--- config.mk ---
export PLATFORM = sky130hd
export DESIGN_NAME = usb_uart_tx_engine
export DESIGN_NICKNAME = d
export VERILOG_FILES = /design/src/rtl/uart_pkg.sv /design/src/rtl/uart_baud_div.sv /design/src/rtl/usb_uart_tx_engine.sv
export SDC_FILE = /design/constraint.sdc
export NUM_CORES = 1
export LEC_CHECK = 0
export CORE_UTILIZATION = 40
export CTS_CLUSTER_DIAMETER = 50
export CTS_CLUSTER_SIZE = 25
export DETAILED_ROUTE_END_ITERATION = 7
export HOLD_SLACK_MARGIN = 0.06
export PLACE_DENSITY_LB_ADDON = 0.3
export SLEW_MARGIN = 40
export SYNTH_ARGS = -nofsm -noshare
export SYNTH_HDL_FRONTEND = slang
export SYNTH_HIERARCHICAL = 1
export SYNTH_SLANG_ARGS = --single-unit
--- constraint.sdc ---
create_clock -name PHY_CLKOUT -period 4.9 [get_ports PHY_CLKOUT]
set_input_delay 0.735 -clock PHY_CLKOUT [delete_from_list [all_inputs] [get_ports PHY_CLKOUT]]
set_output_delay 0.735 -clock PHY_CLKOUT [all_outputs]
set_load 0.03 [all_outputs]
--- src/rtl/uart_pkg.sv ---
// Shared encodings and decode helpers for the UART transmit path.
// Raw line-coding bytes are mapped to legal values here so every user decodes them identically.
package uart_pkg;

   typedef enum logic [2:0] {
      ST_IDLE   = 3'd0,
      ST_START  = 3'd1,
      ST_DATA   = 3'd2,
      ST_PARITY = 3'd3,
      ST_STOP   = 3'd4
   } tx_state_e;

   typedef enum logic [2:0] {
      PAR_NONE  = 3'd0,
      PAR_ODD   = 3'd1,
      PAR_EVEN  = 3'd2,
      PAR_MARK  = 3'd3,
      PAR_SPACE = 3'd4
   } parity_e;

   typedef enum logic [1:0] {
      STOP_1   = 2'd0,
      STOP_1P5 = 2'd1,
      STOP_2   = 2'd2
   } stop_e;

   localparam logic [3:0] DATA_BITS_DEF = 4'd8;

   function automatic parity_e decode_parity(input logic [7:0] code);
      case (code)
         8'd1:    return PAR_ODD;
         8'd2:    return PAR_EVEN;
         8'd3:    return PAR_MARK;
         8'd4:    return PAR_SPACE;
         default: return PAR_NONE;
      endcase
   endfunction

   function automatic stop_e decode_stop(input logic [7:0] code);
      case (code)
         8'd1:    return STOP_1P5;
         8'd2:    return STOP_2;
         default: return STOP_1;
      endcase
   endfunction

   function automatic logic [3:0] decode_bits(input logic [7:0] code);
      if (code >= 8'd5 && code <= 8'd8) return code[3:0];
      return DATA_BITS_DEF;
   endfunction

   function automatic logic [7:0] data_mask(input logic [3:0] nbits);
      return 8'hFF >> (4'd8 - nbits);
   endfunction

endpackage

--- src/rtl/uart_baud_div.sv ---
// 32-cycle restoring divider: quotient = dividend / divisor, one quotient bit per clock.
// A start while busy reloads the operands and restarts from scratch.
module uart_baud_div (
   input  logic        clk,
   input  logic        rst_n,
   input  logic        start,
   input  logic [31:0] dividend,
   input  logic [32:0] divisor,
   output logic        busy,
   output logic        done,
   output logic [31:0] quotient
);

   logic [32:0] rem_q, rem_d;
   logic [32:0] dsr_q, dsr_d;
   logic [31:0] quo_q, quo_d;
   logic [4:0]  cnt_q, cnt_d;
   logic        busy_q, busy_d;
   logic        done_q, done_d;
   logic [33:0] shifted;
   logic [33:0] diff;

   always_comb begin
      rem_d   = rem_q;
      dsr_d   = dsr_q;
      quo_d   = quo_q;
      cnt_d   = cnt_q;
      busy_d  = busy_q;
      done_d  = 1'b0;
      shifted = {rem_q, quo_q[31]};
      // remainder stays below divisor, so bit 33 of diff is a clean borrow flag
      diff    = shifted - {1'b0, dsr_q};
      if (start) begin
         rem_d  = '0;
         dsr_d  = divisor;
         quo_d  = dividend;
         cnt_d  = '0;
         busy_d = 1'b1;
      end else if (busy_q) begin
         rem_d = diff[33] ? shifted[32:0] : diff[32:0];
         quo_d = {quo_q[30:0], ~diff[33]};
         cnt_d = cnt_q + 5'd1;
         if (cnt_q == 5'd31) begin
            busy_d = 1'b0;
            done_d = 1'b1;
         end
      end
   end

   always_ff @(posedge clk or negedge rst_n) begin
      if (!rst_n) begin
         rem_q  <= '0;
         dsr_q  <= '0;
         quo_q  <= '0;
         cnt_q  <= '0;
         busy_q <= 1'b0;
         done_q <= 1'b0;
      end else begin
         rem_q  <= rem_d;
         dsr_q  <= dsr_d;
         quo_q  <= quo_d;
         cnt_q  <= cnt_d;
         busy_q <= busy_d;
         done_q <= done_d;
      end
   end

   assign busy     = busy_q;
   assign done     = done_q;
   assign quotient = quo_q;

endmodule

--- src/rtl/usb_uart_tx_engine.sv ---
// UART transmitter fed by the USB bulk-OUT byte stream; the half-bit divisor is
// recomputed from the host baud rate whenever it changes.
module usb_uart_tx_engine
   import uart_pkg::*;
#(
   parameter int unsigned CLK_FREQ = 60_000_000
) (
   input  logic        PHY_CLKOUT,
   input  logic        RESETN_IN,
   input  logic        uart_en,
   input  logic [31:0] cfg_baud,
   input  logic [7:0]  cfg_stop,
   input  logic [7:0]  cfg_parity,
   input  logic [7:0]  cfg_data_bits,
   input  logic [7:0]  tx_data,
   input  logic        tx_valid,
   output logic        tx_ready,
   output logic        uart_tx,
   output logic        tx_busy,
   output logic        cfg_err
);

   localparam logic [31:0] DIVIDEND = 32'(CLK_FREQ);

   tx_state_e   state_q, state_d;
   logic [31:0] baud_q, baud_d;
   logic [31:0] hdiv_q, hdiv_d;
   logic [31:0] hdiv_l_q, hdiv_l_d;
   logic        cfg_err_q, cfg_err_d;
   logic [7:0]  data_q, data_d;
   logic [3:0]  nbits_q, nbits_d;
   parity_e     par_q, par_d;
   stop_e       stop_q, stop_d;
   logic [34:0] cnt_q, cnt_d;
   logic [2:0]  idx_q, idx_d;

   logic        baud_change, div_busy, div_done, accept, par_bit, last_cycle;
   logic [31:0] div_quo;
   logic [34:0] bit_len, stop_len, cur_len;

   uart_baud_div u_div (
      .clk      (PHY_CLKOUT),
      .rst_n    (RESETN_IN),
      .start    (baud_change),
      .dividend (DIVIDEND),
      .divisor  ({cfg_baud, 1'b0}),
      .busy     (div_busy),
      .done     (div_done),
      .quotient (div_quo)
   );

   always_comb begin
      baud_change = (cfg_baud != 32'd0) && (cfg_baud != baud_q);
      baud_d      = baud_change ? cfg_baud : baud_q;
      cfg_err_d   = (cfg_baud == 32'd0);
      hdiv_d      = hdiv_q;
      if (div_done) hdiv_d = (div_quo == 32'd0) ? 32'd1 : div_quo;
      // done is included so a frame never starts with the pre-update divisor
      tx_ready = RESETN_IN && uart_en && (state_q == ST_IDLE) &&
                 !div_busy && !div_done && !baud_change;
      accept   = tx_ready && tx_valid;
   end

   always_comb begin
      bit_len = {2'b00, hdiv_l_q, 1'b0};
      case (stop_q)
         STOP_1P5: stop_len = {2'b00, hdiv_l_q, 1'b0} + {3'b000, hdiv_l_q};
         STOP_2:   stop_len = {1'b0, hdiv_l_q, 2'b00};
         default:  stop_len = bit_len;
      endcase
      cur_len    = (state_q == ST_STOP) ? stop_len : bit_len;
      last_cycle = (cnt_q == cur_len - 35'd1);
      case (par_q)
         PAR_ODD:  par_bit = ~^data_q;
         PAR_EVEN: par_bit = ^data_q;
         PAR_MARK: par_bit = 1'b1;
         default:  par_bit = 1'b0;
      endcase
   end

   always_comb begin
      state_d  = state_q;
      data_d   = data_q;
      nbits_d  = nbits_q;
      par_d    = par_q;
      stop_d   = stop_q;
      hdiv_l_d = hdiv_l_q;
      cnt_d    = cnt_q;
      idx_d    = idx_q;
      if (state_q == ST_IDLE) begin
         if (accept) begin
            // unused upper bits are zeroed so parity can fold the whole byte
            data_d   = tx_data & data_mask(decode_bits(cfg_data_bits));
            nbits_d  = decode_bits(cfg_data_bits);
            par_d    = decode_parity(cfg_parity);
            stop_d   = decode_stop(cfg_stop);
            hdiv_l_d = hdiv_q;
            cnt_d    = '0;
            idx_d    = '0;
            state_d  = ST_START;
         end
      end else begin
         cnt_d = cnt_q + 35'd1;
         if (last_cycle) begin
            cnt_d = '0;
            case (state_q)
               ST_START: state_d = ST_DATA;
               ST_DATA: begin
                  if (idx_q == 3'(nbits_q - 4'd1))
                     state_d = (par_q == PAR_NONE) ? ST_STOP : ST_PARITY;
                  else
                     idx_d = idx_q + 3'd1;
               end
               ST_PARITY: state_d = ST_STOP;
               default:   state_d = ST_IDLE;
            endcase
         end
      end
   end

   always_comb begin
      case (state_q)
         ST_START:  uart_tx = 1'b0;
         ST_DATA:   uart_tx = data_q[idx_q];
         ST_PARITY: uart_tx = par_bit;
         default:   uart_tx = 1'b1;
      endcase
   end

   always_ff @(posedge PHY_CLKOUT or negedge RESETN_IN) begin
      if (!RESETN_IN) begin
         state_q   <= ST_IDLE;
         baud_q    <= '0;
         hdiv_q    <= 32'd1;
         hdiv_l_q  <= 32'd1;
         cfg_err_q <= 1'b0;
         data_q    <= '0;
         nbits_q   <= DATA_BITS_DEF;
         par_q     <= PAR_NONE;
         stop_q    <= STOP_1;
         cnt_q     <= '0;
         idx_q     <= '0;
      end else begin
         state_q   <= state_d;
         baud_q    <= baud_d;
         hdiv_q    <= hdiv_d;
         hdiv_l_q  <= hdiv_l_d;
         cfg_err_q <= cfg_err_d;
         data_q    <= data_d;
         nbits_q   <= nbits_d;
         par_q     <= par_d;
         stop_q    <= stop_d;
         cnt_q     <= cnt_d;
         idx_q     <= idx_d;
      end
   end

   assign tx_busy = (state_q != ST_IDLE);
   assign cfg_err = cfg_err_q;

endmodule

# == Word level (Yosys, flattened, before mapping) ==
# Index checks and enable logic that the tools add are counted.
# Widths: inputs -> output; s select.
# classes
eq_ne,22
shifts,1
bitwise_logic,2
mux,43
n_addsub,8
n_reduce_logical,25
order_cmp,3
# op_table
cell,count
$mux 35,4
$mux 33,3
$mux 32,3
$pmux 34 s2,1
$logic_not 32->1,2
$add 35x1->35 const B,1
$eq 35x35->1,1
$sub 35x1->35 const B,1
$add 33x32->34,1
$sub 34x33->34,1
$ne 32x32->1,1
$reduce_bool 32->1,1
$mux 3,10
$eq 8x2->1 const B,3
$eq 8x1->1 const B,2
$mux 4,4
$eq 3x2->1 const B,4
$pmux 3 s4,1
$mux 1,10
$mux 5,2
$pmux 3 s3,1
$and 8x8->8,1
$eq 8x3->1 const B,1
$ge 8x3->1 const B,1
29 further kinds,44
# totals
regBits,226
elab_cells,120

# == Longest topological paths before layout ==
# logic_depth
word_depth,14
ltp_mapped,24
ltp_nobuf,19

# == Cells and area by module ==
# Netlist, hierarchy kept.
# by_module_without_submodules
module,n_inst,cells_each,area_per_inst_um2
usb_uart_tx_engine,1,1341,11831.3
uart_baud_div,1,781,6735.2

# == Least setup slack after synthesis ==
# No wires, ideal clock.
# synth_timing
path_kind,register -> register
start,reg hdiv_l_q[0]
end,reg cnt_q[12] (netlist name)
setup_slack_ns,0.032
setup_ns,0.126
t_required_ns,4.774
t_arrival_ns,4.742
path_stages_with_launch,20
period_less_slack_ns,4.868
cell_sequence,dfstp_2 > ha_1 > inv_1 > fa_1 > nand2b_1 > a211oi_1 > o21ai_0 > o21ai_0 > xor2_1 > a221oi_1 > and4_1 > nand2_1 > o211a_1 > o31a_1 > nor4_2 > and4_1 > buf_4 > nor2_2 > buf_6 > a221o_1
# synth_rtl
element,line,text
"start, declared",usb_uart_tx_engine.sv:28,"logic [31:0] hdiv_l_q, hdiv_l_d;"
"start signal, assigned",usb_uart_tx_engine.sv:147,hdiv_l_q <= hdiv_l_d;

==> metrics.md <==
| Metric | Value |
|---|---|
| Top Ports | `72` |
| Num CTS Buffers | `31` |
| Post-Layout Inst Area | `22700 µm²` |
| Min Tclk post-route | `4.81 ns` |
| Overall Power | `4.86 mW` |
| RSZ-0062 raised after global routing | `true` |
| Area delta synth->final | `22.3%` |
| Critical Path Max Stage Delay | `0.45 ns` |
| Global route overflow | `0` |
| Peak supply drop | `295 µV` |
| Distinct cells, synth | `100` |
| DRC | `0` |
| WP data required | `5.38 ns` |
| Filler cells | `4321` |
| Max Freq | `208 MHz` |
| Storage cell area | `6490 µm²` |
| PortBufs | `71` |
| Initial Util | `40.7%` |
| Vias per cell | `5.77` |
| Critical-path cell list | `buf_4 > ha_1 > nand4bb_1 > or2_4 > a211o_1 > nand3_1 > a2111o_1 > or3_4 > buf_6 > or3_1 > nand3_1 > a31oi_1 > a2111o_1 > nor4_4 > and4_4 > nor2_2 > a221o_1` |
| Pre-antenna DRT Iters | `5` |
| Share of the yosys chip area belonging to registers | `34.9%` |
| Gr usage total | `22.4%` |
| Synth Flop Type | `dfrtp_1` |
| Clock Sinks | `259` |
| Fin crit share | `98.1%` |
| # diodes | `0` |
| First-pass GRT wire length | `87.1 mm` |
| Max-cap violations | `0` |
| Leak | `10.2 nW` |
| DP HPWL | `39.2 mm` |
| Max-slew headroom | `45.4%` |
| Worst-Margin Slew | `0.810 ns` |
| Die Span X | `217 µm` |
| Initial antenna violation count | `0` |
| Post-synth ARST share | `100%` |
| Crit-path max FO | `10` |
| Critical path capture point type | `flip-flop` |
| Layout cell share with drive strength beyond 1 | `19.5%` |
| WP data arrival | `5.29 ns` |
| Synth warn | `6` |
| Placement Cell Area | `21000 µm²` |
| Antenna Violating Nets Remaining | `0` |
| Power per cell area | `214 nW/µm²` |
| Final Hold Viols | `0` |
| EDFF count, synth | `0` |
| Clk_lat worst skew | `0.61 ns` |
| Row count | `78` |
| Initial DRC Count | `1063` |
| Clk pin slew, worst setup/hold paths | `0.07 ns` |
| Hold WC Path Type | `reg2reg` |
| Outcome | `finished, final reports clean` |
| CTS tree | `yes` |
| Core Area | `45600 µm²` |
| Syn_area_per_cell | `8.75 µm²` |
| Placer Congestion | `0.941` |
| Vias in the first global route | `16800` |
| CTS H-tree lvls | `1` |
| CP startpoint kind | `flip-flop` |
| Die Footprint | `47300 µm²` |
| Synthesized instance count | `2122` |
| Slew Viols, Final | `0` |
| Die height | `217 µm` |
| Routed WL per cell | `18.1 µm` |
| Clock Root Buffer | `clkbuf_16` |
| Slowest stage cell, crit path | `a2111o_1` |
| FF+latch count, synth | `259` |
| Worst setup path category | `reg2reg` |
| Pin count of the biggest net entering global routing | `127` |
| Clk_skew | `0.0197 ns` |
| Post-layout util | `49.8%` |
| Total Nets Final | `2479` |
| Area of the mapped netlist | `18600 µm²` |
| Setup violators final | `0` |
| Clock Tree Buf Depth | `3` |
| Multi-input logic area | `11800 µm²` |
| Via count | `17100` |
| Drt total wl | `53.5 mm` |
[cell families (layout without fill, tap and decap cells)]
group                    after synthesis  after routing  synth area share, %
XOR/XNOR                             111            111                 5.24
multiplexers                         146            146                 8.67
other                                  2             33               0.0404
AO/OA/AOI/OAI                        566            566                 20.7
adder cells (fa/ha/maj)               79             79                 5.40
buffers and inverters                205            407                 4.54
flip-flops                           259            259                 34.9
AND/OR/NAND/NOR                      754            756                 20.5
[cell type report]
type | count | area share [%]
repair buffers | 269 | 10.2
well taps | 600 | 3.31
multi-input cells | 1691 | 51.9
clock buffers | 36 | 3.63
clock inverters | 22 | 1.05
flip-flops and latches | 259 | 28.6
inverters | 80 | 1.32
[worst max-delay path, delay by kind of cell, from the launching register on]
| family | cells | cell delay, ns |
|---|---|---|
| buf+inv | 2 | 0.29 |
| simple gates | 9 | 2.27 |
| fa+ha+maj | 1 | 0.25 |
| flops | 1 | 0.42 |
| compound gates | 5 | 1.44 |
[layout by cell type, fill, tap and decap left out, types with 13 or more instances in the layout]
cell	instances
a211oi_1	15
a21o_1	22
a21oi_1	86
a311oi_1	26
a31oi_1	19
and2_1	13
and3_1	42
buf_4	179
clkbuf_16	31
clkdlybuf4s50_1	69
conb_1	33
dfrtp_1	256
ha_1	70
inv_1	77
mux2_2	98
mux2i_1	46
nand2_1	214
nand2b_1	15
nand3_1	80
nand4_1	66
nor2_1	141
nor3_1	41
nor4_1	33
o211ai_1	17
o21a_1	24
o21ai_0	155
o31a_1	15
o31ai_1	23
or3_1	20
xnor2_1	91
xor2_1	19
[cells in the mapped netlist (all sizes together), types with 8 or more instances]
library cell  count  area, µm²
and2             13       81.3
mux2             98       1100
clkbuf           93        349
and3             43        274
nor2            145        547
and4              8       70.1
buf              32        193
inv              79        297
o21ai           166        835
o211ai           17        128
a21o             22        165
o2111ai          10       87.6
nand2b           16        100
a221o            11        110
ha               77        963
a31oi            24        150
a311oi           26        228
or3              21        136
or2              10       62.6
xnor2            92        806
nor2b             9       56.3
xor2             19        166
nor3             47        252
nor4             38        265
o31ai            27        203
nand3            85        425
a22o             12        105
nand4            66        413
a21oi            96        503
a211oi           22        170
o21bai           12       90.1
dfrtp           257       6430
nor3b             8       60.1
mux2i            46        460
nand2           216        811
o21a             24        180
o31a             15        131
[final timing paths]
kind                       startpoint                  to  slack (ns)  cells after the start
max in group asynchronous   RESETN_IN          nbits_q[0]        3.11                      3
min                        hdiv_q[10]        hdiv_l_q[10]        0.50                      1
min reg2reg                hdiv_q[10]        hdiv_l_q[10]        0.50                      1
max reg2reg                 stop_q[0]           cnt_q[20]        0.09                     17
min in group asynchronous   RESETN_IN  u_div/quotient[15]        0.67                      2
max                         stop_q[0]           cnt_q[20]        0.09                     17
[repair_timing]
item                                   CTS  global route
gates resized for setup                 48            52
endpoints found under the hold margin   39             0
setup buffers                           12             7
setup endpoints to repair               40            41
hold buffers                             1             0
gates cloned                             2             2
pin swaps                               19            42
[report_power, final]
group | switching [mW] | internal [mW] | total (mW)
Combinational | 0.160 | 0.127 | 0.287
Sequential | 0.0294 | 2.18 | 2.21
Clock | 1.06 | 1.31 | 2.37
Total | 1.25 | 3.61 | 4.86
[routing by layer]
layer  up-vias  global-route usage [%]  wire (µm)
met4         0                    6.01       1340
met2       374                    39.4      26300
met1      8319                    29.0      23700
met3        80                    2.48       2200
met5         -                       0          0
li1       8280                       -          -
[sequential cells by signal (all words and copies together), names as in the netlist, 3 cells and up]
register	flops
u_div/quotient	32
u_div/cnt_q	5
hdiv_l_q	32
par_q	3
cnt_q	35
idx_q	3
state_q	3
baud_q	32
hdiv_q	32
u_div/rem_q	33
u_div/dsr_q	33
nbits_q	3
data_q	8
[metrics by stage]
step | setup TNS [ns] | instances | setup slack, ns | hold slack (ns)
floorplan | 0 | 2153 | 0.0322 | 0.439
global placement | -5.62 | 2877 | -0.312 | 0.487
detailed placement | -6.97 | 2877 | -0.307 | 0.492
CTS | 0 | 2950 | 0.000654 | 0.508
global route | -5.12 | 2957 | -0.171 | 0.526
finish | 0 | 2957 | 0.0908 | 0.500
Power figures use the tool's default switching activity.
